===== src/rtl/control_vector_sequencer_if.sv =====
// Instruction/beat bus for the control vector sequencer.
// Purpose: bundles the instruction handshake, the downstream stall/flush controls and the
//          per-beat control outputs into one interface.
// Signals:
//   in_valid/in_ready   instruction handshake; opcode (5 bits) and vl (IW+1 bits) travel with it
//   stall, flush        downstream hold and abort
//   out_valid           a beat is presented, with RegDst, MemtoReg, RegWrite, MemRead, MemWrite,
//                       TipoInstr, ALUOperation, elem_idx, lane_mask and last
//   illegal             one-cycle pulse after accepting an unrecognised opcode
// Modports: master drives instructions and stall/flush; slave is the sequencer.
interface control_vector_sequencer_if #(
   parameter int unsigned VLEN  = 8,
   parameter int unsigned LANES = 2
);
   localparam int unsigned IW = $clog2(VLEN);

   logic             in_valid;
   logic             in_ready;
   logic [4:0]       opcode;
   logic [IW:0]      vl;
   logic             stall;
   logic             flush;
   logic             out_valid;
   logic             RegDst;
   logic             MemtoReg;
   logic             RegWrite;
   logic             MemRead;
   logic             MemWrite;
   logic             TipoInstr;
   logic [3:0]       ALUOperation;
   logic [IW-1:0]    elem_idx;
   logic [LANES-1:0] lane_mask;
   logic             last;
   logic             illegal;

   modport master (
      output in_valid, opcode, vl, stall, flush,
      input  in_ready, out_valid, RegDst, MemtoReg, RegWrite, MemRead, MemWrite, TipoInstr,
      input  ALUOperation, elem_idx, lane_mask, last, illegal
   );

   modport slave (
      input  in_valid, opcode, vl, stall, flush,
      output in_ready, out_valid, RegDst, MemtoReg, RegWrite, MemRead, MemWrite, TipoInstr,
      output ALUOperation, elem_idx, lane_mask, last, illegal
   );
endinterface


===== src/rtl/control_vector_sequencer.sv =====
// Control vector sequencer.
// Purpose: accepts one vector instruction at a time, decodes its opcode into datapath controls
//          and issues it as ceil(min(vl, VLEN) / LANES) beats of LANES elements each, with a
//          lane mask covering the partial final beat.
// Ports:
//   clk    single clock, rising edge
//   rst_n  asynchronous active-low reset
//   bus    slave side of control_vector_sequencer_if (handshake, stall/flush, beat outputs)
module control_vector_sequencer #(
   parameter int unsigned VLEN  = 8,
   parameter int unsigned LANES = 2
) (
   input logic                       clk,
   input logic                       rst_n,
   control_vector_sequencer_if.slave bus
);
   localparam int unsigned IW = $clog2(VLEN);

   typedef enum logic [0:0] {st_idle, st_issue} state_t;

   typedef struct packed {
      logic       regdst;
      logic       memtoreg;
      logic       regwrite;
      logic       memread;
      logic       memwrite;
      logic [3:0] aluop;
   } ctrl_t;

   state_t           state_q;
   logic [IW-1:0]    base_q;
   logic [IW:0]      evl_q;
   ctrl_t            dec_q;
   logic             illegal_q;

   ctrl_t            dec;
   logic             dec_legal;
   logic [IW:0]      evl;
   logic             accept;
   logic             issuing;
   logic             last_beat;
   logic [LANES-1:0] mask;
   logic [IW+1:0]    base_ext;
   logic [IW+1:0]    evl_ext;

   // Opcode decode; anything outside the table is illegal.
   always_comb begin
      dec       = '0;
      dec_legal = 1'b1;
      case (bus.opcode)
         5'b00010: dec = ctrl_t'{1'b1, 1'b0, 1'b1, 1'b0, 1'b0, 4'b0001}; // ADDV
         5'b10001: dec = ctrl_t'{1'b1, 1'b0, 1'b1, 1'b0, 1'b0, 4'b0100}; // SUBV
         5'b00110: dec = ctrl_t'{1'b0, 1'b0, 1'b1, 1'b0, 1'b0, 4'b0010}; // XORIV
         5'b01110: dec = ctrl_t'{1'b0, 1'b1, 1'b1, 1'b1, 1'b0, 4'b0000}; // LOADV
         5'b10000: dec = ctrl_t'{1'b0, 1'b0, 1'b0, 1'b0, 1'b1, 4'b0000}; // STOREV
         5'b00100: dec = ctrl_t'{1'b1, 1'b0, 1'b1, 1'b0, 1'b0, 4'b0011}; // MOVV
         5'b01001: dec = ctrl_t'{1'b1, 1'b0, 1'b1, 1'b0, 1'b0, 4'b0101}; // LSLV
         5'b01010: dec = ctrl_t'{1'b1, 1'b0, 1'b1, 1'b0, 1'b0, 4'b0110}; // LSRV
         5'b00111: dec = ctrl_t'{1'b1, 1'b0, 1'b1, 1'b0, 1'b0, 4'b0111}; // RORV
         5'b01000: dec = ctrl_t'{1'b1, 1'b0, 1'b1, 1'b0, 1'b0, 4'b1000}; // ROLV
         default:  dec_legal = 1'b0;
      endcase
   end

   // Requested lengths beyond VLEN are clamped.
   assign evl = (bus.vl > (IW+1)'(VLEN)) ? (IW+1)'(VLEN) : bus.vl;

   assign bus.in_ready = (state_q == st_idle) & ~bus.flush;
   assign accept       = bus.in_valid & (state_q == st_idle) & ~bus.flush;
   assign issuing      = (state_q == st_issue);

   // Two extra bits so base + LANES cannot wrap when LANES == VLEN.
   assign base_ext  = {2'b00, base_q};
   assign evl_ext   = {1'b0, evl_q};
   assign last_beat = (base_ext + (IW+2)'(LANES)) >= evl_ext;

   always_comb begin
      mask = '0;
      for (int i = 0; i < LANES; i++) begin
         mask[i] = (base_ext + (IW+2)'(i)) < evl_ext;
      end
   end

   always_ff @(posedge clk or negedge rst_n) begin
      if (!rst_n) begin
         state_q   <= st_idle;
         base_q    <= '0;
         evl_q     <= '0;
         dec_q     <= '0;
         illegal_q <= 1'b0;
      end else begin
         illegal_q <= 1'b0;
         if (bus.flush) begin
            // Flush wins over both stall and a simultaneous accept.
            state_q <= st_idle;
            base_q  <= '0;
         end else begin
            case (state_q)
               st_idle: begin
                  if (accept) begin
                     if (!dec_legal) begin
                        illegal_q <= 1'b1;
                     end else if (evl != '0) begin
                        state_q <= st_issue;
                        base_q  <= '0;
                        dec_q   <= dec;
                        evl_q   <= evl;
                     end
                  end
               end
               st_issue: begin
                  if (!bus.stall) begin
                     if (last_beat) begin
                        state_q <= st_idle;
                        base_q  <= '0;
                     end else begin
                        // Only reached when base + LANES < VLEN, so the truncation is exact.
                        base_q <= base_q + IW'(LANES);
                     end
                  end
               end
               default: state_q <= st_idle;
            endcase
         end
      end
   end

   // Every beat output reads zero whenever no beat is presented.
   assign bus.out_valid    = issuing;
   assign bus.RegDst       = issuing & dec_q.regdst;
   assign bus.MemtoReg     = issuing & dec_q.memtoreg;
   assign bus.RegWrite     = issuing & dec_q.regwrite;
   assign bus.MemRead      = issuing & dec_q.memread;
   assign bus.MemWrite     = issuing & dec_q.memwrite;
   assign bus.TipoInstr    = issuing;
   assign bus.ALUOperation = issuing ? dec_q.aluop : 4'b0000;
   assign bus.elem_idx     = issuing ? base_q : '0;
   assign bus.lane_mask    = issuing ? mask : '0;
   assign bus.last         = issuing & last_beat;
   assign bus.illegal      = illegal_q;
endmodule

===== src/flat_wrapper.sv =====
// flat-port wrapper written by rule: the top's interface ports become plain ports
module control_vector_sequencer_flat 
#(
   parameter int unsigned VLEN  = 8,
   parameter int unsigned LANES = 2
)
  (clk, rst_n, bus_in_valid, bus_opcode, bus_vl, bus_stall, bus_flush, bus_in_ready, bus_out_valid, bus_RegDst, bus_MemtoReg, bus_RegWrite, bus_MemRead, bus_MemWrite, bus_TipoInstr, bus_ALUOperation, bus_elem_idx, bus_lane_mask, bus_last, bus_illegal);
  control_vector_sequencer_if #(.VLEN(VLEN), .LANES(LANES)) bus_i ();
  input logic clk;
  input logic rst_n;
  input wire logic [$bits(bus_i.in_valid)-1:0] bus_in_valid;
  input wire logic [$bits(bus_i.opcode)-1:0] bus_opcode;
  input wire logic [$bits(bus_i.vl)-1:0] bus_vl;
  input wire logic [$bits(bus_i.stall)-1:0] bus_stall;
  input wire logic [$bits(bus_i.flush)-1:0] bus_flush;
  output wire logic [$bits(bus_i.in_ready)-1:0] bus_in_ready;
  output wire logic [$bits(bus_i.out_valid)-1:0] bus_out_valid;
  output wire logic [$bits(bus_i.RegDst)-1:0] bus_RegDst;
  output wire logic [$bits(bus_i.MemtoReg)-1:0] bus_MemtoReg;
  output wire logic [$bits(bus_i.RegWrite)-1:0] bus_RegWrite;
  output wire logic [$bits(bus_i.MemRead)-1:0] bus_MemRead;
  output wire logic [$bits(bus_i.MemWrite)-1:0] bus_MemWrite;
  output wire logic [$bits(bus_i.TipoInstr)-1:0] bus_TipoInstr;
  output wire logic [$bits(bus_i.ALUOperation)-1:0] bus_ALUOperation;
  output wire logic [$bits(bus_i.elem_idx)-1:0] bus_elem_idx;
  output wire logic [$bits(bus_i.lane_mask)-1:0] bus_lane_mask;
  output wire logic [$bits(bus_i.last)-1:0] bus_last;
  output wire logic [$bits(bus_i.illegal)-1:0] bus_illegal;
  assign bus_i.in_valid = bus_in_valid;
  assign bus_i.opcode = bus_opcode;
  assign bus_i.vl = bus_vl;
  assign bus_i.stall = bus_stall;
  assign bus_i.flush = bus_flush;
  assign bus_in_ready = bus_i.in_ready;
  assign bus_out_valid = bus_i.out_valid;
  assign bus_RegDst = bus_i.RegDst;
  assign bus_MemtoReg = bus_i.MemtoReg;
  assign bus_RegWrite = bus_i.RegWrite;
  assign bus_MemRead = bus_i.MemRead;
  assign bus_MemWrite = bus_i.MemWrite;
  assign bus_TipoInstr = bus_i.TipoInstr;
  assign bus_ALUOperation = bus_i.ALUOperation;
  assign bus_elem_idx = bus_i.elem_idx;
  assign bus_lane_mask = bus_i.lane_mask;
  assign bus_last = bus_i.last;
  assign bus_illegal = bus_i.illegal;
  control_vector_sequencer #(.VLEN(VLEN), .LANES(LANES)) u_core (.clk(clk), .rst_n(rst_n), .bus(bus_i));
endmodule

===== config.mk =====
export PLATFORM = sky130hd
export DESIGN_NAME = control_vector_sequencer_flat
export DESIGN_NICKNAME = d
export VERILOG_FILES = /design/src/rtl/control_vector_sequencer_if.sv /design/src/rtl/control_vector_sequencer.sv /design/src/flat_wrapper.sv
export SDC_FILE = /design/constraint.sdc
export NUM_CORES = 1
export LEC_CHECK = 0
export CAP_MARGIN = 20
export CORE_UTILIZATION = 38
export DETAILED_ROUTE_END_ITERATION = 12
export PLACE_DENSITY = 0.77
export SLEW_MARGIN = 30
export SYNTH_ARGS = -nofsm -noshare
export SYNTH_HDL_FRONTEND = slang
export SYNTH_SLANG_ARGS = --single-unit

===== constraint.sdc =====
create_clock -name clk -period 2.3 [get_ports clk]
set_input_delay 0.46 -clock clk [delete_from_list [all_inputs] [get_ports clk]]
set_output_delay 0.46 -clock clk [all_outputs]
set_load 0.1 [all_outputs]

==> results of run 1 <==
[metrics by stage]
stage / TNS [ns] / worst slack (ns)
final: 0 / 0.0340
after global routing: -0.0165 / -0.0134
after CTS: -0.0234 / -0.0234
after detailed placement: -0.997 / -0.183
after global placement: -0.370 / -0.0801
after floorplan: -0.0316 / -0.0316
[cell type report]
class | instances | share of cell area [%]
Multi-Input combinational cell | 100 | 43.5
Timing Repair Buffer | 54 | 28.5
Sequential cell | 16 | 21.4
Tap cell | 44 | 2.92
Clock buffer | 4 | 1.92
Inverter | 8 | 1.72
[logic make-up (layout without fill, tap and decap cells)]
| logic type | Yosys count | after routing | share of synthesized area [%] |
|---|---|---|---|
| flip-flops | 16 | 16 | 32.8 |
| multiplexers | 6 | 6 | 6.55 |
| buffers and inverters | 18 | 66 | 8.09 |
| XOR/XNOR | 1 | 1 | 0.717 |
| adder cells (fa/ha/maj) | 7 | 7 | 7.16 |
| AO/OA/AOI/OAI | 23 | 23 | 15.6 |
| AND/OR/NAND/NOR | 62 | 62 | 28.9 |
| other | 1 | 1 | 0.307 |
[report_power, final]
part	switching (W)	total, W	internal, W
clock	0.0000910	0.000187	0.0000962
sequential	0.0000300	0.000359	0.000329
combinational	0.000298	0.000505	0.000207
total	0.000419	0.00105	0.000632
[state kept, by name, indices dropped and copies added (netlist names)]
| name | count |
|---|---|
| u_core.dec_q | 8 |
| u_core.evl_q | 4 |
| u_core.base_q | 2 |
| u_core.bus.TipoInstr | 1 |
| u_core.bus.illegal | 1 |
[cell usage in the layout, fill, tap and decap left out, drive strengths merged, types with 5 or more instances in the layout]
| master | count |
|---|---|
| nand2b | 7 |
| nor2b | 5 |
| inv | 8 |
| nor2 | 15 |
| and2 | 7 |
| buf | 41 |
| dfrtp | 16 |
| ha | 7 |
| clkdlybuf4s50 | 13 |
| nand3 | 7 |
| nand2 | 7 |
[routing by layer]
metal | routed length, um | part of all wire, % | GRT usage, % | vias to the layer above
met5 | 0 | 0 | 0 | -
met4 | 16 | 0.52 | 6.12 | 0
met3 | 114 | 3.7 | 3.08 | 4
met2 | 1660 | 54 | 36.1 | 26
met1 | 1310 | 42 | 23.7 | 547
li1 | - | - | - | 569
[critical path, stage by stage (launching register included)]
cell and delay (ns):
dfrtp_1 0.42, ha_4 0.26, ha_4 0.26, o21ai_2 0.05, a21oi_2 0.16, nor2_2 0.08, nor2_4 0.10, buf_12 0.18
[path summary, 6_finish.rpt]
kind | startpoint | to | slack (ns) | cells past startpoint
min in group asynchronous | rst_n | u_core.bus.illegal | 0.60 | 1
worst min-delay path | u_core.dec_q[0] | u_core.dec_q[0] | 0.49 | 1
worst min register to register | u_core.dec_q[0] | u_core.dec_q[0] | 0.49 | 1
worst max-delay path | u_core.base_q[2] | bus_last | 0.03 | 7
worst max register to register | u_core.bus.TipoInstr | u_core.dec_q[5] | 0.64 | 5
max in group asynchronous | rst_n | u_core.bus.TipoInstr | 1.18 | 1
[repair_timing]
action / in CTS / in global routing
resized for setup: 7 / 5
buffers inserted: 3 / 0
pin swaps: 6 / 5
endpoints found under the setup margin: 1 / 3
==> flow_summary.json, run 1 <==
{
  "status": "complete, no violations",
  "async_reset_ff_share_pct": 100,
  "drt-wirelength-per-cell_um": 13.7,
  "drv_slew": 0,
  "syn_area_um2": 1220,
  "holdWs_ns": 0.492,
  "grt_setup_unrepaired": "true",
  "final_cell_area_um2": 1890,
  "synth.distinct_cells": 44,
  "yosysTopAreaCellShare_pct": 32.8,
  "finalCriticalPeriod_ns": 2.27,
  "antenna_found_initial": 0,
  "die_y_um": 58.7,
  "synth_top_area_cell": "dfrtp_1",
  "die_w_um": 58.7,
  "required_ns": 1.84,
  "fmax_ghz": 0.441,
  "rows": 20,
  "drt_first_pass_iters": 4,
  "netlist_top_cells_count": "dfrtp_1, nor2_1, inv_1",
  "num_antenna_cells": 0,
  "multi_input_area_um2": 822,
  "fin_skew_ns": 0.00830,
  "synth_warnings": 0,
  "cts_buffers": 3,
  "hold_path.class": "reg -> reg",
  "drive_gt1_share_pct": 39.6,
  "ios": 33,
  "syn2layout_area_growth_pct": 54.5,
  "drc": 0,
  "routed_wl_mm": 3.10,
  "worstPathArrival_ns": 1.81,
  "finalNonFillerCells": 226,
  "grt_overflow": 0,
  "ys.flop_type": "dfrtp_1",
  "fill_cells": 254,
  "synth_edf_count": 0,
  "start_util_pct": 40.0,
  "place_hpwl_mm": 2.41,
  "seq_area_frac_synth_pct": 32.8,
  "post-synth-top-count-cell": "dfrtp_1",
  "via_per_inst": 5.07,
  "drv_cap": 0,
  "place.gp.congestion": 0.922,
  "grtUsageTotal_pct": 19.8,
  "antenna_left": 0,
  "insertion_delay_ns": 0.28,
  "seq_area_um2": 404,
  "first_iter_violations": 41,
  "ctsHoldBuffers": 0,
  "p_leak_nw": 0.816,
  "coreArea_um2": 3050,
  "postSynthCellCount": 134,
  "end_kind": "output port",
  "cts_num_sinks": 16,
  "synth.avg_cell_area_um2": 9.12,
  "vias": 1146,
  "setup_viol": 0,
  "first_global_vias": 1219,
  "dpl.cell_count": 220,
  "ys_seq_elements": 16,
  "fin_crit_sh_pct": 98.5,
  "cts_root_buf": "clkbuf_4",
  "finalHoldViolations": 0,
  "nNetsFinal": 204,
  "worst-path-max-fanout": 3,
  "clkTransAtPathRegs_ns": 0.10,
  "htreeDepth": 1,
  "peakVddDrop_mv": 0.203,
  "worst_pin_slew_ns": 0.726,
  "grt_pass1_wl_mm": 5.26,
  "cts_tree": "yes",
  "worstSetupPathType": "reg -> out",
  "grt_max_degree": 17,
  "timing.max_slew.rel_slack_pct": 51.4,
  "synth_nets": 155,
  "synth_area_leaders": "dfrtp_1, ha_1, mux2_4",
  "fin_total_pwr_w": 0.00105,
  "io_buffers": 31,
  "place_area_um2": 1770,
  "cts_buffer_depth": 2,
  "startpoint_type": "flop",
  "design.die.area_um2": 3450,
  "power_density_nw_per_um2": 557,
  "final_core_util_pct": 61.8
}
Power figures use the tool's default switching activity.
==> run 2: changes to the inputs <==
- GPL_ROUTABILITY_DRIVEN: unset -> 0
- PLACE_DENSITY: 0.77 -> 0.74
==> run 2 against run 1 <==
Net effect: maximum frequency fell by 1.1%; sequential share of layout area up 0.32 points; register-to-register slack lost 0.09 ns; non-clock buffer count stayed put; clock power shrank 18%; clock skew hardly changed; largest cell class unchanged; total power down 1.8%; worst setup slack lost 0.025 ns; global-route usage up 0.17 points; critical path type unchanged; sequential power hardly changed; combinational power up 3%.
==> flow_summary.json, run 2 (synthesis gave the netlist of run 1 again) <==
{
  "worstHoldPathCells": 1,
  "rows": 20,
  "grt_max_degree": 17,
  "mostFrequentLayoutCell": "buf_4",
  "cp_slowest_cell": "dfrtp_1",
  "reg_top3": "u_core.dec_q x8, u_core.evl_q x4, u_core.base_q x2",
  "coreArea_um2": 3050,
  "drt_first_pass_iters": 4,
  "p_sw_share_pct": 40.5,
  "cts_buffers": 3,
  "drt-wirelength-per-cell_um": 13.6,
  "via_per_inst": 5.01,
  "cts_buffer_depth": 2,
  "vias": 1133,
  "reg2reg_depth": 7,
  "setup_viol": 0,
  "setup_tns_ns": 0,
  "drive_gt1_share_pct": 37.4,
  "startpoint_type": "flop",
  "drv_cap": 0,
  "timing.max_slew.rel_slack_pct": 52.1,
  "timing.critical_path.mode_cell": "ha_4",
  "grt_overflow": 0,
  "ios": 33,
  "hold_path.class": "reg -> reg",
  "worstSetupPathType": "reg -> out",
  "fin_crit_sh_pct": 99.6,
  "clkTransAtPathRegs_ns": 0.10,
  "routed_wl_mm": 3.08,
  "cts_num_sinks": 16,
  "grt_setup_unrepaired": "true",
  "worst_pin_slew_ns": 0.716,
  "finalNonFillerCells": 226,
  "die_w_um": 58.7,
  "power_density_nw_per_um2": 554,
  "die_y_um": 58.7,
  "place_hpwl_mm": 2.48,
  "required_ns": 1.84,
  "fmax_ghz": 0.437,
  "start_util_pct": 40.0,
  "finalHoldViolations": 0,
  "peakVddDrop_mv": 0.242,
  "cpPeakStageDelay_ns": 0.43,
  "num_antenna_cells": 0,
  "critical_path.cell_chain": "ha_4 -> ha_4 -> o21ai_2 -> a21oi_2 -> nor2_2 -> nor2_4 -> buf_12",
  "first_global_vias": 1151,
  "first_iter_violations": 25,
  "status": "complete, no violations",
  "grtUsageTotal_pct": 19.9,
  "insertion_delay_ns": 0.28,
  "finalCriticalPeriod_ns": 2.29,
  "worstPathArrival_ns": 1.83,
  "antenna_left": 0,
  "holdWs_ns": 0.494,
  "drv_slew": 0,
  "htreeDepth": 1,
  "antenna_found_initial": 0,
  "p_switching_w": 0.000418,
  "fin_skew_ns": 0.00849,
  "cts_root_buf": "clkbuf_4",
  "end_kind": "output port",
  "dpl.cell_count": 218,
  "cts_tree": "yes",
  "design.die.area_um2": 3450,
  "p_leak_nw": 0.812,
  "p_clk_share_pct": 14.9,
  "drc": 0,
  "nNetsFinal": 204,
  "combPwrFrac_pct": 50.3,
  "power_frac_seq_pct": 34.8,
  "final_cell_mix": "buf_4, dfrtp_1, clkdlybuf4s50_1, buf_12",
  "largest_reg_flops": 8,
  "intPower_w": 0.000614,
  "top_register": "u_core.dec_q",
  "grt_pass1_wl_mm": 5.17,
  "syn2layout_area_growth_pct": 52.2,
  "io_buffers": 31,
  "worst-path-max-fanout": 2
}
run 2: cell counts in the layout (fill, tap and decap cells not counted):
No cell type changed its count.
run 2: routing by layer:
metal / vias up / routed length, um / global-route usage [%]
li1: 561 / - / -
met1: 546 / 1290 / 23.0
met2: 24 / 1680 / 38.6
met3: 2 / 95 / 2.20
met4: 0 / 21 / 5.44
met5: - / 0 / 0
run 2: cell type report:
cell class	instances	area (um2)
inverter	8	30.0
tap	44	55.1
sequential	16	404
clock buffer	4	26.3
multi-input combinational	100	803
timing repair buffer	54	542
fill	275	1190
run 2: final timing paths:
kind	end	slack [ns]	start
max in group asynchronous	u_core.bus.TipoInstr	1.18	rst_n
worst min-delay path	u_core.dec_q[6]	0.49	u_core.dec_q[6]
worst max-delay path	bus_last	0.009	u_core.base_q[1]
worst min register to register	u_core.dec_q[6]	0.49	u_core.dec_q[6]
worst max register to register	u_core.bus.TipoInstr	0.55	u_core.base_q[1]
min in group asynchronous	u_core.dec_q[5]	0.60	rst_n
run 2: per-stage QoR:
step	setup slack [ns]	util (%)	area, um2	total power, W
final	0.00935	60.9	1860	0.00103
after global routing	-0.0512	60.9	1860	0.00108
after CTS	-0.0568	59.3	1810	0.00101
after detailed placement	-0.126	57.4	1750	0.000820
after global placement	-0.0710	57.4	1750	0.000803
after floorplan	-0.0316	-	1260	0.000674
run 2: power by group through the flow:
stage / registers (W) / clock network [W] / logic (W)
after CTS: 0.000358 / 0.000158 / 0.000497
after global routing: 0.000364 / 0.000164 / 0.000554
after global placement: 0.000362 / 0 / 0.000441
after detailed placement: 0.000362 / 0 / 0.000458
after floorplan: 0.000371 / 0 / 0.000303
final: 0.000359 / 0.000154 / 0.000519
run 2: repair_timing:
item / CTS / global route
gates cloned: 0 / 0
resized for setup: 4 / 5
pin swaps: 4 / 5
setup buffers: 3 / 1
endpoints found under the hold margin: 0 / 0
endpoints found under the setup margin: 1 / 3
hold buffers: 0 / 0
run 2: worst max-delay path: cells and delay by family (launching register included):
kind                     cells  cell delay, ns
adder cells (fa/ha/maj)      2            0.52
flip-flops                   1            0.43
AO/OA/AOI/OAI                2            0.21
AND/OR/NAND/NOR              2            0.20
buffers and inverters        1            0.18
